### config.mk
export PLATFORM = sky130hd
export DESIGN_NAME = mult_stage_ctrl
export DESIGN_NICKNAME = d
export VERILOG_FILES = /design/src/rtl/mult_stage_ctrl.sv
export SDC_FILE = /design/constraint.sdc
export NUM_CORES = 1
export LEC_CHECK = 0
export ABC_AREA = 1
export CELL_PAD_IN_SITES_DETAIL_PLACEMENT = 1
export CELL_PAD_IN_SITES_GLOBAL_PLACEMENT = 1
export CORE_MARGIN = 1
export CORE_UTILIZATION = 36
export CTS_CLUSTER_DIAMETER = 50
export DETAILED_ROUTE_END_ITERATION = 10
export PLACE_DENSITY_LB_ADDON = 0.1
export SETUP_SLACK_MARGIN = 0.2
export SLEW_MARGIN = 10
export SYNTH_ARGS = -nofsm -noshare
export SYNTH_HDL_FRONTEND = slang
export SYNTH_SLANG_ARGS = --single-unit
### constraint.sdc
create_clock -name clk -period 8.74 [get_ports clk]
set_input_delay 1.748 -clock clk [delete_from_list [all_inputs] [get_ports clk]]
set_output_delay 1.748 -clock clk [all_outputs]
set_load 0.01 [all_outputs]
### src/rtl/mult_stage_ctrl.sv
// Sequencer for the multiplier_stage lane array: serial lane load, serial signed reduction, valid/ready result.
// Define MULT_CTRL_SAT_EN for saturating accumulation; the default build wraps modulo 2^ACC_W.
module mult_stage_ctrl #(
  parameter int N_STAGE = 5,
  parameter int ACC_W   = 16
) (
  input  logic                        clk,
  input  logic                        rst,
  input  logic                        in_valid,
  output logic                        in_ready,
  input  logic                        in_w,
  input  logic                        in_x,
  input  logic                        acc_clr,
  output logic [(2**N_STAGE)-1:0]     w_bus,
  output logic [(2**N_STAGE)-1:0]     x_bus,
  input  logic [2*(2**N_STAGE)-1:0]   mult_out,
  output logic                        out_valid,
  input  logic                        out_ready,
  output logic signed [ACC_W-1:0]     out_sum,
  output logic                        busy
);

  localparam int N = 2**N_STAGE;

  localparam logic [1:0] ST_LOAD = 2'd0;
  localparam logic [1:0] ST_SUM  = 2'd1;
  localparam logic [1:0] ST_OUT  = 2'd2;

  localparam logic [N_STAGE-1:0] CNT_LAST = '1;

  logic [1:0]         state_q, state_d;
  logic [N_STAGE-1:0] cnt_q, cnt_d;
  logic [ACC_W-1:0]   acc_q, acc_d;
  logic [N-1:0]       w_q, w_d;
  logic [N-1:0]       x_q, x_d;
  logic               out_valid_q, out_valid_d;

  logic [1:0]         lane;
  logic [ACC_W-1:0]   lane_ext;
  logic [ACC_W-1:0]   add_result;

  // The lane under reduction is picked by cnt; its product is a 2-bit signed value.
  assign lane     = mult_out[{cnt_q, 1'b0} +: 2];
  assign lane_ext = {{(ACC_W-2){lane[1]}}, lane};

`ifdef MULT_CTRL_SAT_EN
  logic [ACC_W:0] sum_wide;
  logic           sum_ovf;

  // One guard bit exposes signed overflow; clamp toward the rail of the true result's sign.
  assign sum_wide = {acc_q[ACC_W-1], acc_q} + {lane_ext[ACC_W-1], lane_ext};
  assign sum_ovf  = sum_wide[ACC_W] ^ sum_wide[ACC_W-1];

  always_comb begin
    add_result = sum_wide[ACC_W-1:0];
    if (sum_ovf) begin
      add_result = sum_wide[ACC_W] ? {1'b1, {(ACC_W-1){1'b0}}}
                                   : {1'b0, {(ACC_W-1){1'b1}}};
    end
  end
`else
  assign add_result = acc_q + lane_ext;
`endif

  always_comb begin
    state_d     = state_q;
    cnt_d       = cnt_q;
    acc_d       = acc_q;
    w_d         = w_q;
    x_d         = x_q;
    out_valid_d = out_valid_q;
    case (state_q)
      ST_LOAD: begin
        if (in_valid) begin
          w_d[cnt_q] = in_w;
          x_d[cnt_q] = in_x;
          if (cnt_q == '0 && acc_clr) begin
            acc_d = '0;
          end
          cnt_d = cnt_q + 1'b1;
          if (cnt_q == CNT_LAST) begin
            state_d = ST_SUM;
            cnt_d   = '0;
          end
        end
      end
      ST_SUM: begin
        acc_d = add_result;
        cnt_d = cnt_q + 1'b1;
        if (cnt_q == CNT_LAST) begin
          state_d     = ST_OUT;
          out_valid_d = 1'b1;
          cnt_d       = '0;
        end
      end
      ST_OUT: begin
        if (out_ready) begin
          state_d     = ST_LOAD;
          out_valid_d = 1'b0;
          cnt_d       = '0;
        end
      end
      default: begin
        state_d     = ST_LOAD;
        out_valid_d = 1'b0;
        cnt_d       = '0;
      end
    endcase
  end

  always_ff @(posedge clk or posedge rst) begin
    if (rst) begin
      state_q     <= ST_LOAD;
      cnt_q       <= '0;
      acc_q       <= '0;
      w_q         <= '0;
      x_q         <= '0;
      out_valid_q <= 1'b0;
    end else begin
      state_q     <= state_d;
      cnt_q       <= cnt_d;
      acc_q       <= acc_d;
      w_q         <= w_d;
      x_q         <= x_d;
      out_valid_q <= out_valid_d;
    end
  end

  assign in_ready  = (state_q == ST_LOAD);
  assign busy      = (state_q == ST_SUM) || (state_q == ST_OUT);
  assign w_bus     = w_q;
  assign x_bus     = x_q;
  assign out_valid = out_valid_q;
  assign out_sum   = acc_q;

endmodule
### Yosys cells after proc, flatten, opt, wreduce, memory -nomap -nowiden

Cells that the tools add are included.

| word-level totals | value |
|---|---|
| bits of input ports | 71 |
| output and inout port bits | 83 |
| bits in registers | 88 |

| cells by class | value |
|---|---|
| $add $sub $neg | 2 |
| shifts and indexed selects | 1 |
| bitwise logic cells | 1 |
| reductions and logical operators | 11 |
| magnitude comparators | 2 |
| muxes and demuxes | 19 |
| equality and inequality tests | 8 |

Operators with widths:

| kind | number |
|---|---|
| $bwmux W32 | 2 |
| $shiftx A64 B7 Y2 | 1 |
| $mux W16 | 2 |
| $pmux W16 S2 | 1 |
| $add A16 B16 Y16 | 1 |
| $mux W5 | 3 |
| $pmux W5 S3 | 1 |
| $mux W2 | 4 |
| $lt A5 B6 Y1 const B | 1 |
| $ne A2 B2 Y1 const B | 3 |
| $pmux W2 S3 | 1 |
| $reduce_and A3 Y1 | 2 |
| $add A5 B1 Y5 const B | 1 |
| $demux W1 S5 | 1 |
| $eq A5 B5 Y1 const B | 1 |
| $ge A5 B1 Y1 const B | 1 |
| $logic_not A5 Y1 | 1 |
| $ne A2 B1 Y1 const B | 2 |
| $reduce_and A2 Y1 | 2 |
| $reduce_and A4 Y1 | 1 |
| $mux W1 | 3 |
| $pmux W1 S3 | 1 |
| $eq A2 B1 Y1 const B | 1 |
| $eq A2 B2 Y1 const B | 1 |
| 5 further kinds | 6 |

### Logic depth before layout (Yosys ltp)

| logic depth | value |
|---|---|
| depth after elaboration | 5 |
| depth in mapped cells | 22 |

### Worst setup path before layout

Ideal clock, no wire load.

| timing path | value |
|---|---|
| path type | input-to-reg |
| from | in mult_out[11] |
| to | reg acc_q[14] (netlist: out_sum[14]) |
| stages on the path | 18 |
| buffers on the path | 0 |
| path slack | 4,745 ps |
| arrival | 3,872 ps |
| cell sequence | inv_1 nand2_1 nand3_1 nand2_1 nand2_1 nand2_1 nor2_1 nand2_1 ha_1 nand2_1 nand2_1 o21ai_0 o21ai_0 nand3_1 nand2_1 a21oi_1 o21ai_0 nand2_1 |

| between the ends | value |
|---|---|
| cells in the longest elaborated chain, start to end | 3 |

RTL lines:

| item | line | source |
|---|---|---|
| from (decl) | 16 | `input logic [2*(2**N_STAGE)-1:0] mult_out,` |
| $shiftx A64 B7 Y2 | 43 | `assign lane = mult_out[{cnt_q, 1'b0} +: 2];` |
| $add A16 B16 Y16 | 62 | `assign add_result = acc_q + lane_ext;` |
| $pmux W16 S2 | 72 | `case (state_q)` |
| to (signal assigned) | 115 | `acc_q <= '0;` |
| to (signal assigned) | 122 | `acc_q <= acc_d;` |
| to (decl) | 33 | `logic [ACC_W-1:0] acc_q, acc_d;` |

No other way between the ends.
A chain may end at the register's enable or synchronous reset.

### Worst setup path after layout

| timing path | value |
|---|---|
| from | in mult_out[11] |
| to | reg acc_q[8] (netlist: out_sum[8]) |

The elaborated chain is that of the path after synthesis.

==> summary.txt <==
Routing
  • Drt pass-1 iters: 4
  • Final WL: 16,760 um
  • ANT nets after route: 0
  • DRC: 0
  • 1st-iter DRT viols: 208
  • DR WL/cell: 16.93 um
  • Vias/cell: 5.106
  • Via count: 5,055

Timing
  • Fin Setup TNS: 0 ns
  • Worst Setup Slack, final: 4.038 ns
  • Relative slew margins: 23.77%
  • Clock skew: 0.009332 ns
  • Maximum clock rate: 212.7 MHz
  • RSZ-0062 raised after global routing: false
  • Post-route minimum period: 4.702 ns
  • Worst Tran Pin Value: 1.144 ns
  • Final hold vios: 0
  • Setup violators final: 0
  • Slew Viols, Final: 0
  • Period utilization: 53.80%

Setup path
  • CP max FO: 17
  • Buffers and inverters on the worst path: 2
  • Crit. End Element: register
  • CP delay by family, top: simple AND/OR/NAND/NOR gates
  • Worst EP required: 8.99 ns
  • Setup CP Type: in -> reg
  • Most frequent CP cell: nand2_1
  • Cell Chain, Critical Path: clkdlybuf4s50_1, inv_1, nand2_1, nand3_1, nand2_1, nand2_1, nand2_1, nor2_1, nand2_1, ha_1, nand2_1, nand2_1, o21ai_0, o21ai_0, nand3_1, nand2_1, a21oi_2, o21ai_1, nand2_1
  • Max stage delay cell, worst path: ha_1
  • Worst Path Arrival: 4.95 ns
  • Worst path max stage delay: 0.56 ns
  • Startpoint Class: primary input

Logic synthesis
  • Post-Syn Instances: 663
  • Post-synth ARST share: 100.0%
  • Number of flops mapped to enable cells by yosys: 0
  • Synthesized cell area: 0.004979 mm^2
  • Most frequent cell after synthesis: nand2_1
  • Synth top area cells: dfrtp_1 44%, nand2_1 16%, o21ai_0 9.1%
  • Register area share after synthesis: 44.23%
  • Distinct cells, synth: 36
  • Syn nets: 758
  • Share of the synthesized area in the top cell type: 44.23%
  • Syn_area_per_cell: 7.509 um^2
  • Leading area contributor after synthesis: dfrtp_1
  • Yosys reg bits: 88
  • Ys flop type: dfrtp_1
  • Synth top cells by count: 215 x nand2_1, 91 x o21ai_0, 88 x dfrtp_1, 63 x inv_1, 49 x nor2_1
  • Yosys warns: 0

Clocking
  • Clk buf depth: 2
  • H-tree Lvls: 3
  • Root Driver: clkbuf_16
  • Sink Count: 88
  • Clock Latency Late Sink: 0.36 ns
  • CTS tree: yes
  • Post-CTS Setup Bufs: 0
  • Reg clk slew, reported paths: 0.07 ns
  • Hold buffer count at cts: 0
  • CTS Buf Count: 9
  • CTS resizes: 0

Placed design
  • # port buffers: 153
  • HPWL Detailed: 12,340 um
  • GPL Wtd Cong: 0.8837
  • Pre-CTS setup slack: 3.655 ns

Global routing
  • Pin count of the biggest net entering global routing: 53
  • Initial antenna violation count: 0
  • Tot GR Track Use: 24.64%
  • Number of global-route vias before repair: 5,441
  • Grt ovf: 0
  • First-pass GRT wire length: 27,520 um

Final layout
  • Post-layout net count: 904
  • N_diodes: 0
  • Layout cells sized above 1: 4.300%
  • Layout area overhead: 39.23%

Power and ir drop
  • Pwr Total: 0.001959 W
  • Leakage power: 3.227 nW
  • Pwr/cell area: 282.6 mW/mm^2
  • Worst ir drop on vdd: 0.0001469 V

Die
  • Chip Width: 119.6 um
  • Num ports: 154
  • Die area: 0.01430 mm^2
  • Starting Density: 37.30%
  • Die H: 119.6 um
  • Core Region: 0.01335 mm^2
  • FP Rows: 42

Min path
  • HP Class: reg -> reg

Job
  • Max_cap viols: 0

Status
  • Outcome: finished, final reports clean
final timing paths:
kind                         startpoint    endpoint  slack, ns  cells after the start
min reg2reg                    x_bus[2]    x_bus[2]       0.49                      2
max reg2reg                    cnt_q[0]  out_sum[8]       4.13                     19
max                        mult_out[11]  out_sum[8]       4.04                     19
min in group asynchronous           rst   w_bus[19]       1.78                      2
min                            x_bus[2]    x_bus[2]       0.49                      2
max in group asynchronous           rst   x_bus[21]       5.83                      3
sequential cells by signal, indices dropped and copies added, names as in the netlist:
register and cells:
x_bus 32, out_sum 16, state_q 2, cnt_q 5, w_bus 32, out_valid 1
kinds of logic (layout without fill, tap and decap cells):
group                      count (synthesis)  count (layout)  synth area share [%]
AOI/OAI and AO/OA                        145             145                 15.78
xor gates and xnor gates                   4               4                0.7038
and+or+nand+nor                          316             316                 26.09
adders and majority gates                 24              24                 6.183
DFF                                       88              88                 44.23
buffers and inverters                     86             237                 7.012
cells in the final DEF, fill, tap and decap left out, drive strengths merged, types with 2 or more instances in the layout:
cell type / synthesis / routed
a22o: 2 / 2
nand4: 5 / 5
o21ai: 98 / 98
o21bai: 2 / 2
xor2: 2 / 2
clkbuf: 10 / 9
nor2: 50 / 50
a21oi: 30 / 30
o22ai: 8 / 8
ha: 23 / 23
clkinvlp: 0 / 3
nor3: 11 / 11
nand3: 32 / 32
clkdlybuf4s50: 0 / 153
inv: 66 / 67
or2: 2 / 2
nand2: 215 / 215
dfrtp: 88 / 88
clkinv: 1 / 4
xnor2: 2 / 2
metal layers:
layer	track usage (%)	part of all wire, %
met1	28.82	42
met2	44.36	51
met3	5.751	5.3
met4	7.500	1.3
met5	0	0
final cells by class:
| type | count | area (um^2) |
|---|---|---|
| sequential | 88 | 2202 |
| tap | 176 | 220.2 |
| inverter | 67 | 252.7 |
| fill | 1651 | 6416 |
| timing repair buffer | 154 | 1539 |
| clock inverter | 7 | 65.06 |
| clock buffer | 9 | 225.2 |
| multi-input combinational | 489 | 2427 |
power by group:
| group | leakage, nW | internal, W | switching, W |
|---|---|---|---|
| clock network | 0.131 | 0.000198 | 0.000181 |
| logic | 1.90 | 0.000396 | 0.000607 |
| registers | 1.20 | 0.000486 | 0.0000912 |
| total | 3.23 | 0.00108 | 0.000880 |
tightest hold or removal path, stage by stage (launching register included):
cell and delay, ns:
dfrtp_1 0.34, nand2_1 0.05, o21ai_0 0.06
per-stage QoR:
| stage | hold slack [ns] | std cells | instance area (um^2) | utilization, % |
|---|---|---|---|---|
| global placement | 0.4661 | 974 | 6641 | 49.76 |
| detailed placement | 0.4758 | 974 | 6641 | 49.76 |
| global route | 0.5118 | 990 | 6932 | 51.93 |
| CTS | 0.4925 | 990 | 6932 | 51.93 |
| finish | 0.4869 | 990 | 6932 | 51.93 |
| floorplan | 0.5182 | 663 | 4979 | - |
(Power assumes the default switching activity.)
